**src/rtl/gpio_input_conditioner.sv**
```systemverilog
// Per-pin GPIO input conditioning: 2-flop synchroniser, optional debounce (GPIO_DEBOUNCE_EN),
// registered level, single-cycle rise/fall pulses, sticky interrupt-pending flags and an OR'd irq.
module gpio_input_conditioner #(
  parameter int WIDTH           = 8,
  parameter int DEBOUNCE_CYCLES = 16
) (
  input  logic             i_Clk,
  input  logic             i_Rst,
  input  logic [WIDTH-1:0] i_Pin,
  input  logic [WIDTH-1:0] i_RiseEn,
  input  logic [WIDTH-1:0] i_FallEn,
  input  logic [WIDTH-1:0] i_IrqClr,
  output logic [WIDTH-1:0] o_Level,
  output logic [WIDTH-1:0] o_Rise,
  output logic [WIDTH-1:0] o_Fall,
  output logic [WIDTH-1:0] o_Pending,
  output logic             o_Irq
);

  if (DEBOUNCE_CYCLES < 2) begin : g_bad_cfg
    $error("DEBOUNCE_CYCLES must be at least 2");
  end

  logic [WIDTH-1:0] s1_q, s2_q;
  logic [WIDTH-1:0] level_q, level_d;
  logic [WIDTH-1:0] rise_q, rise_d;
  logic [WIDTH-1:0] fall_q, fall_d;
  logic [WIDTH-1:0] pending_q, pending_d;

  // NOTE: state flops use non-blocking assignments so every flop samples pre-edge values.
  always_ff @(posedge i_Clk) begin
    if (!i_Rst) begin
      s1_q <= '0;
      s2_q <= '0;
    end else begin
      s1_q <= i_Pin;
      s2_q <= s1_q;
    end
  end

`ifdef GPIO_DEBOUNCE_EN
  localparam int CW = $clog2(DEBOUNCE_CYCLES + 1);
  localparam logic [CW-1:0] CNT_LAST = CW'(DEBOUNCE_CYCLES - 1);

  logic [CW-1:0] cnt_q [WIDTH];
  logic [CW-1:0] cnt_d [WIDTH];

  // Level follows s2 only after it has disagreed for DEBOUNCE_CYCLES consecutive edges.
  always_comb begin
    // NOTE: defaults first on every path so no latch is inferred.
    level_d = level_q;
    for (int i = 0; i < WIDTH; i++) begin
      cnt_d[i] = '0;
      if (s2_q[i] != level_q[i]) begin
        if (cnt_q[i] == CNT_LAST) begin
          level_d[i] = s2_q[i];
        end else begin
          cnt_d[i] = cnt_q[i] + CW'(1);
        end
      end
    end
  end

  // NOTE: the counter array is reset explicitly; a mid-count reset must discard progress.
  always_ff @(posedge i_Clk) begin
    if (!i_Rst) begin
      for (int i = 0; i < WIDTH; i++) cnt_q[i] <= '0;
    end else begin
      cnt_q <= cnt_d;
    end
  end
`else
  assign level_d = s2_q;
`endif

  always_comb begin
    rise_d    = level_d & ~level_q;
    fall_d    = ~level_d & level_q;
    pending_d = (pending_q & ~i_IrqClr) | (rise_d & i_RiseEn) | (fall_d & i_FallEn);
  end

  always_ff @(posedge i_Clk) begin
    if (!i_Rst) begin
      level_q   <= '0;
      rise_q    <= '0;
      fall_q    <= '0;
      pending_q <= '0;
    end else begin
      level_q   <= level_d;
      rise_q    <= rise_d;
      fall_q    <= fall_d;
      pending_q <= pending_d;
    end
  end

  assign o_Level   = level_q;
  assign o_Rise    = rise_q;
  assign o_Fall    = fall_q;
  assign o_Pending = pending_q;
  assign o_Irq     = |pending_q;

endmodule

```
**config.mk**
```make
export PLATFORM = sky130hd
export DESIGN_NAME = gpio_input_conditioner
export DESIGN_NICKNAME = d
export VERILOG_FILES = /design/src/rtl/gpio_input_conditioner.sv
export SDC_FILE = /design/constraint.sdc
export NUM_CORES = 1
export LEC_CHECK = 0
export CORE_MARGIN = 2
export CORE_UTILIZATION = 29
export DETAILED_ROUTE_END_ITERATION = 10
export REMOVE_ABC_BUFFERS = 1
export SYNTH_ARGS = -nofsm -noshare
export SYNTH_HDL_FRONTEND = slang
export SYNTH_SLANG_ARGS = --single-unit
```
**constraint.sdc**
```tcl
create_clock -name i_Clk -period 0.86 [get_ports i_Clk]
set_input_delay 0.129 -clock i_Clk [delete_from_list [all_inputs] [get_ports i_Clk]]
set_output_delay 0.129 -clock i_Clk [all_outputs]
set_load 0.005 [all_outputs]
```
-- Yosys cells after proc, flatten, opt, wreduce, memory -nomap -nowiden
Cells that the tools add are included.
- flip-flop bits (word level): 48
- input port bits: 34
- output and inout port bits: 33
- word-level logic and storage cells: 17
- bitwise gates (word level): 10
- reductions and logical operators: 1
- operators with widths (operator ; count):
    AND 8 bit ; 5
    NOT 8 bit ; 3
    bitwise OR 8 bit ; 2
    OR reduction 8 bit ; 1

-- Longest topological paths before layout
Gate-level depths: netlist of run 1.
- depth in word-level cells: 5
- depth in mapped cells: 4
- mapped depth without buffers: 2

-- Worst setup path before layout of run 1
OpenSTA, ideal clock, no wires.
- path kind: flip-flop to output port
- from: register pending_q[6] (netlist: o_Pending[6])
- to: output o_Irq
- data arrival time: 653 ps
- data required time: 731 ps
- path slack: 78 ps
- stages on the path, launching flop included: 3
- path buffers: 0
- cells stage by stage: dfxtp_1 -> nor4_1 -> nand2_1
- cells in the longest elaborated chain, start to end: 1
- ends and longest elaborated chain (item ; line ; text):
    start: declaration ; 28 ; logic [WIDTH-1:0] pending_q, pending_d;
    start signal: assignment ; 92 ; pending_q <= pending_d;
    OR reduction 8 bit ; 100 ; assign o_Irq = |pending_q;
    end: declaration ; 17 ; output logic o_Irq
No other way between the ends.

-- Worst setup path after layout of run 1
- from: register pending_q[7] (netlist: o_Pending[7])
- to: output o_Irq
The elaborated chain is that of the path after synthesis.

==> results.toml, run 1 <==
[pwr]
power_density_nw_per_um2 = 1730
p_total_mw = 4.40
p_seq_share_pct = 53.1
swShare_pct = 20.9
vdd_drop_max_mv = 0.837
comb_power_share_pct = 10.4
power_leakage_nw = 1.14
p_clk_share_pct = 36.5
power_switching_mw = 0.918
internal_power_mw = 3.48

[critical_path]
crit_start = "o_Pending[7]"
cp.buffers_inverters = 2
worstPathMaxFanout = 2
r2r_cells = 5
cp-end-kind = "output port"
path_cells = "nor4_4, buf_4, nand2_2, buf_6"
r2r-end = "o_Pending[7]"
critPathKind = "reg2out"
max_stage_delay_ps = 340
cp.required_ps = 730
cp.arrival_ps = 1200
rr_startpoint = "o_Pending[7]"
worst-r2r-setup-slack_ps = -80
cpMaxStageDelayCell = "dfxtp_2"
critPathLaunchType = "register"
cp_top_family = "flip-flops"

[outcome]
violations = "negative setup slack"
status = "finished, violations left"

[route]
avgViaCountPerCell = 4.24
firstDrtPassIters = 3
routed-via-count = 1268
ant_nets = 0
routed_wirelength_mm = 3.21
drc = 0
first_iter_violations = 21
wl_per_cell_um = 10.7

[layout]
syn_to_final_growth_pct = 67.0
most-common-layout-cells = "clkdlybuf4s50_1, dfxtp_1, and2_1, buf_6, buf_2"
drive_above_1_share_pct = 38.9
num_antenna_cells = 0
final_common_cell = "clkdlybuf4s50_1"
fin_nets = 262
fillers = 504
layoutNonFillerInstCount = 299

[grt]
grt_overflow_total = 0
grt_pass1_vias = 1205
use_met1_pct = 12.9
use_met2_pct = 17.3
antenna_found_initial = 0
busiest_layer = "met2"
grt_pass1_wl_mm = 5.24
grt_max_degree = 29
gr-usage-met3_pct = 6.99
grt_usage_pct = 11.3

[clock_tree]
cts_buffer_depth = 2
cts_sinks = 48
insertion_delay_ps = 300
clk_pin_slew_ps = 90
tritoncts = "done"
ctsHoldBuffers = 0
htree_levels = 2
cts_buffers = 5
cts_root_buf = "clkbuf_8"

[placement]
dp.cells = 284
place_hpwl_mm = 2.28
gp_congestion = 0.716
portBuffers = 66

[floorplanning]
die_area_um2 = 5860
pin_count = 67
die_h_um = 76.6
die_w_um = 76.6
rows = 26
core-area_um2 = 5110
start_util_pct = 29.9

[logic_synthesis]
synth.avg_cell_area_um2 = 11.2
yosysUniqueCellTypes = 14
synth_cells = 136
syn_area_um2 = 1530
yosysSeqAreaShare_pct = 63.0
yosysWarnings = 0
ys_ff_latch = 48

[timing]
timing.setup.tns_ps = -1680
timing.final.crit_period_ps = 1330
worst_pin_slew_ps = 225
skew_ps = 5.26
hold_viol = 0
setup_violations = 20
timing.final.crit_share_pct = 154
setup_slack_ps = -465
slew_headroom_pct = 84.9
rsz0062_at_grt = "yes"
fmax_ghz = 0.755
slew_viol_final = 0

[min_path]
min_from = "i_Rst"
hold_depth = 4
whs_endpoint = "o_Fall[4]"
hold_class = "in2reg"

[job]
drv_cap = 0
-- cells in the mapped netlist (all sizes together) --
cell,number,area [um^2]
dfxtp,48,961
and2,24,150
nand4b,16,140
nand2,8,30.0
nand3,8,40.0
nand3b,8,60.1
nor2b,8,50.1
nor2,7,26.3
buf,5,42.5
nor4,2,12.5
and3b,1,8.76
clkbuf,1,5.00
-- layer usage --
layer	share of wire [%]	wire length [um]
met4	0.62	20
met5	0	0
met3	11	364
met2	44	1410
met1	44	1410
-- tightest hold or removal path, delay by kind of cell --
family	cells	cell delay, ps
AND/OR/NAND/NOR	2	100
buffers and inverters	2	300
-- per-stage QoR --
stage	worst slack, ps	utilization (%)	area (um^2)	hold WS (ps)
6_report	-465	49.9	2550	252
5_1_grt	-551	49.9	2550	255
3_3_place_gp	-491	46.6	2380	412
2_1_floorplan	78.4	-	1480	251
4_1_cts	-485	48.4	2470	242
3_5_place_dp	-488	46.6	2380	417
-- area by class of cell --
cell class	instances	area [um^2]	area share, %
Multi-Input combinational cell	82	542	21.2
Sequential cell	48	987	38.7
Tap cell	70	87.6	3.43
Clock buffer	5	68.8	2.70
Timing Repair Buffer	91	822	32.2
Clock inverter	3	42.5	1.67
-- sequential cells by signal, summed over array words and instances, names as in the netlist --
| register | count |
|---|---|
| level_d | 8 |
| o_Fall | 8 |
| o_Level | 8 |
| o_Pending | 8 |
| o_Rise | 8 |
| s1_q | 8 |
-- cell families (layout without fill, tap and decap cells) --
| group | after synthesis | after routing | synth area share (%) |
|---|---|---|---|
| simple gates | 82 | 82 | 33.9 |
| flops | 48 | 48 | 63.0 |
| buf+inv | 6 | 99 | 3.11 |
-- how the worst max path moves through the flow --
stage / endpoint / slack [ps] / cells past startpoint
2_1_floorplan: o_Irq / 80 / 2
3_3_place_gp: o_Irq / -490 / 4
3_5_place_dp: o_Irq / -490 / 4
4_1_cts: o_Irq / -490 / 4
5_1_grt: o_Irq / -550 / 4
6_report: o_Irq / -470 / 4
-- timing repair --
action | 4_1_cts | 5_1_grt
resized for setup | 166 | 17
endpoints found under the setup margin | 33 | 34
pin swaps | 1 | 0
buffers inserted | 6 | 6
-- power by group through the flow --
| stage | Sequential, mW | Combinational, mW | Clock, mW |
|---|---|---|---|
| 3_3_place_gp | 2.38 | 0.435 | 0 |
| 6_report | 2.34 | 0.459 | 1.61 |
| 4_1_cts | 2.33 | 0.431 | 1.67 |
| 5_1_grt | 2.35 | 0.502 | 1.77 |
| 3_5_place_dp | 2.38 | 0.435 | 0 |
| 2_1_floorplan | 2.39 | 0.0750 | 0 |
Power figures use the tool's default switching activity.
==> run 2, diff against run 1 <==
--- a/config.mk
+++ b/config.mk
@@ -8,7 +8,6 @@
 export CORE_MARGIN = 2
 export CORE_UTILIZATION = 29
 export DETAILED_ROUTE_END_ITERATION = 10
-export REMOVE_ABC_BUFFERS = 1
 export SYNTH_ARGS = -nofsm -noshare
 export SYNTH_HDL_FRONTEND = slang
 export SYNTH_SLANG_ARGS = --single-unit
==> run 2 against run 1 <==
  * The flow still finishes with violations (negative setup slack)
  * Sequential power about the same
  * Non-clock buffer count shrank 5
  * Critical path depth stayed put
  * Design area decreased by 2.7%
  * Flip-flop and latch count is the same
  * Routed wire length is 2.1% higher
  * Utilization down 1.4 points
  * Die area is the same
  * Clock-buffer cell count up 2
  * Via count is 5.9% lower
  * Combinational power shrank 6.8%
  * First-iteration DRC count grew 100%
  * Largest power group unchanged
  * Highest routed layer unchanged
==> results.toml, run 2 (same netlist as run 1, synthesis figures left out) <==
[clock_tree]
cts_buffers = 5
cts_sinks = 48
insertion_delay_ps = 300
cts_root_buf = "clkbuf_8"
tritoncts = "done"
clk_pin_slew_ps = 80
htree_levels = 2
cts_buffer_depth = 2

[critical_path]
cp.required_ps = 730
cp.arrival_ps = 1210
worst-r2r-setup-slack_ps = 50
worstPathMaxFanout = 2
critPathKind = "reg2out"
critPathLaunchType = "register"
cp-end-kind = "output port"

[pwr]
p_clk_share_pct = 33.2
p_seq_share_pct = 56.5
vdd_drop_max_mv = 0.811
power_leakage_nw = 1.10
comb_power_share_pct = 10.3
internal_power_mw = 3.25
power_switching_mw = 0.887
swShare_pct = 21.4
power_density_nw_per_um2 = 1670

[placement]
dp.cells = 283
gp_congestion = 0.743
place_hpwl_mm = 2.29
dp_worst_setup_slack_ps = -499
portBuffers = 66

[grt]
grt_pass1_vias = 1132
grt_max_degree = 35
grt_usage_pct = 11.4
grt_pass1_wl_mm = 5.22
busiest_layer = "met2"
antenna_found_initial = 0
grt_overflow_total = 0
use_met1_pct = 13.0
use_met2_pct = 17.9
gr-usage-met3_pct = 5.81

[timing]
rsz0062_at_grt = "yes"
timing.final.crit_share_pct = 156
setup_violations = 18
skew_ps = 2.31
timing.final.crit_period_ps = 1340
timing.setup.tns_ps = -1640
fmax_ghz = 0.747
slew_viol_final = 0
hold_viol = 0
setup_slack_ps = -478
slew_headroom_pct = 80.7
worst_pin_slew_ps = 288

[floorplanning]
die_h_um = 76.6
rows = 26
start_util_pct = 29.9
die_area_um2 = 5860
core-area_um2 = 5110
die_w_um = 76.6
pin_count = 67

[layout]
final_common_cell = "clkdlybuf4s50_1"
fillers = 514
fin_nets = 257
regArea_um2 = 986
num_antenna_cells = 0
drive_above_1_share_pct = 37.5
multiInputGateArea_um2 = 533
syn_to_final_growth_pct = 62.5
most-common-layout-cells = "clkdlybuf4s50_1, dfxtp_1, and2_1, buf_6"
layoutNonFillerInstCount = 294

[route]
routed-via-count = 1193
routed_wirelength_mm = 3.27
drc = 0
firstDrtPassIters = 4
ant_nets = 0
first_iter_violations = 43
wl_per_cell_um = 11.1
avgViaCountPerCell = 4.06

[min_path]
hold_class = "in2reg"

[outcome]
status = "finished, violations left"
violations = "negative setup slack"

[logic_synthesis]
syn_nets = 170

[job]
drv_cap = 0
[run 2: worst max-delay path, cell delays in order (launching register included)]
cell and delay [ps]:
dfxtp_2 330, nor4_2 260, buf_4 150, nand2_2 40
buf_2 130
[run 2: final timing paths]
path,start,endpoint,cells after the start
hold / removal,i_Rst,o_Fall[7],4
setup reg to reg,o_Pending[6],o_Pending[6],4
hold reg to reg,s1_q[2],level_d[2],1
setup / recovery,o_Pending[7],o_Irq,4
[run 2: layout make-up]
class | count | share of cell area (%)
Sequential cell | 48 | 39.8
Timing Repair Buffer | 86 | 31.4
Multi-Input combinational cell | 82 | 21.5
Tap cell | 70 | 3.53
Clock buffer | 7 | 3.48
Clock inverter | 1 | 0.303
[run 2: repair_timing]
item | CTS | global route
buffers inserted | 2 | 1
gates cloned | 0 | 0
gates resized for setup | 167 | 9
pin swaps | 1 | 0
endpoints found under the setup margin | 33 | 33
hold buffers | 0 | 0
[run 2: power groups by stage]
| stage | clock [mW] | sequential, mW | combinational [mW] |
|---|---|---|---|
| after global routing | 1.53 | 2.35 | 0.465 |
| after CTS | 1.42 | 2.33 | 0.420 |
| after global placement | 0 | 2.38 | 0.430 |
| final | 1.37 | 2.34 | 0.428 |
| after detailed placement | 0 | 2.38 | 0.429 |
| after floorplan | 0 | 2.39 | 0.117 |
[run 2: through the flow]
stage / cell area (um^2) / util, % / total power, mW / hold WS (ps)
6_report: 2480 / 48.6 / 4.14 / 233
5_1_grt: 2480 / 48.6 / 4.35 / 252
4_1_cts: 2430 / 47.6 / 4.17 / 229
3_5_place_dp: 2370 / 46.5 / 2.81 / 412
3_3_place_gp: 2370 / 46.5 / 2.81 / 413
2_1_floorplan: 1530 / - / 2.50 / 256
[run 2: routing by layer]
layer  wire, um  vias up  part of all wire, %
met5          0        -                    0
met4         27        0                 0.83
met3        238        4                  7.3
met2       1530       35                   47
met1       1470      518                   45
li1           -      636                    -
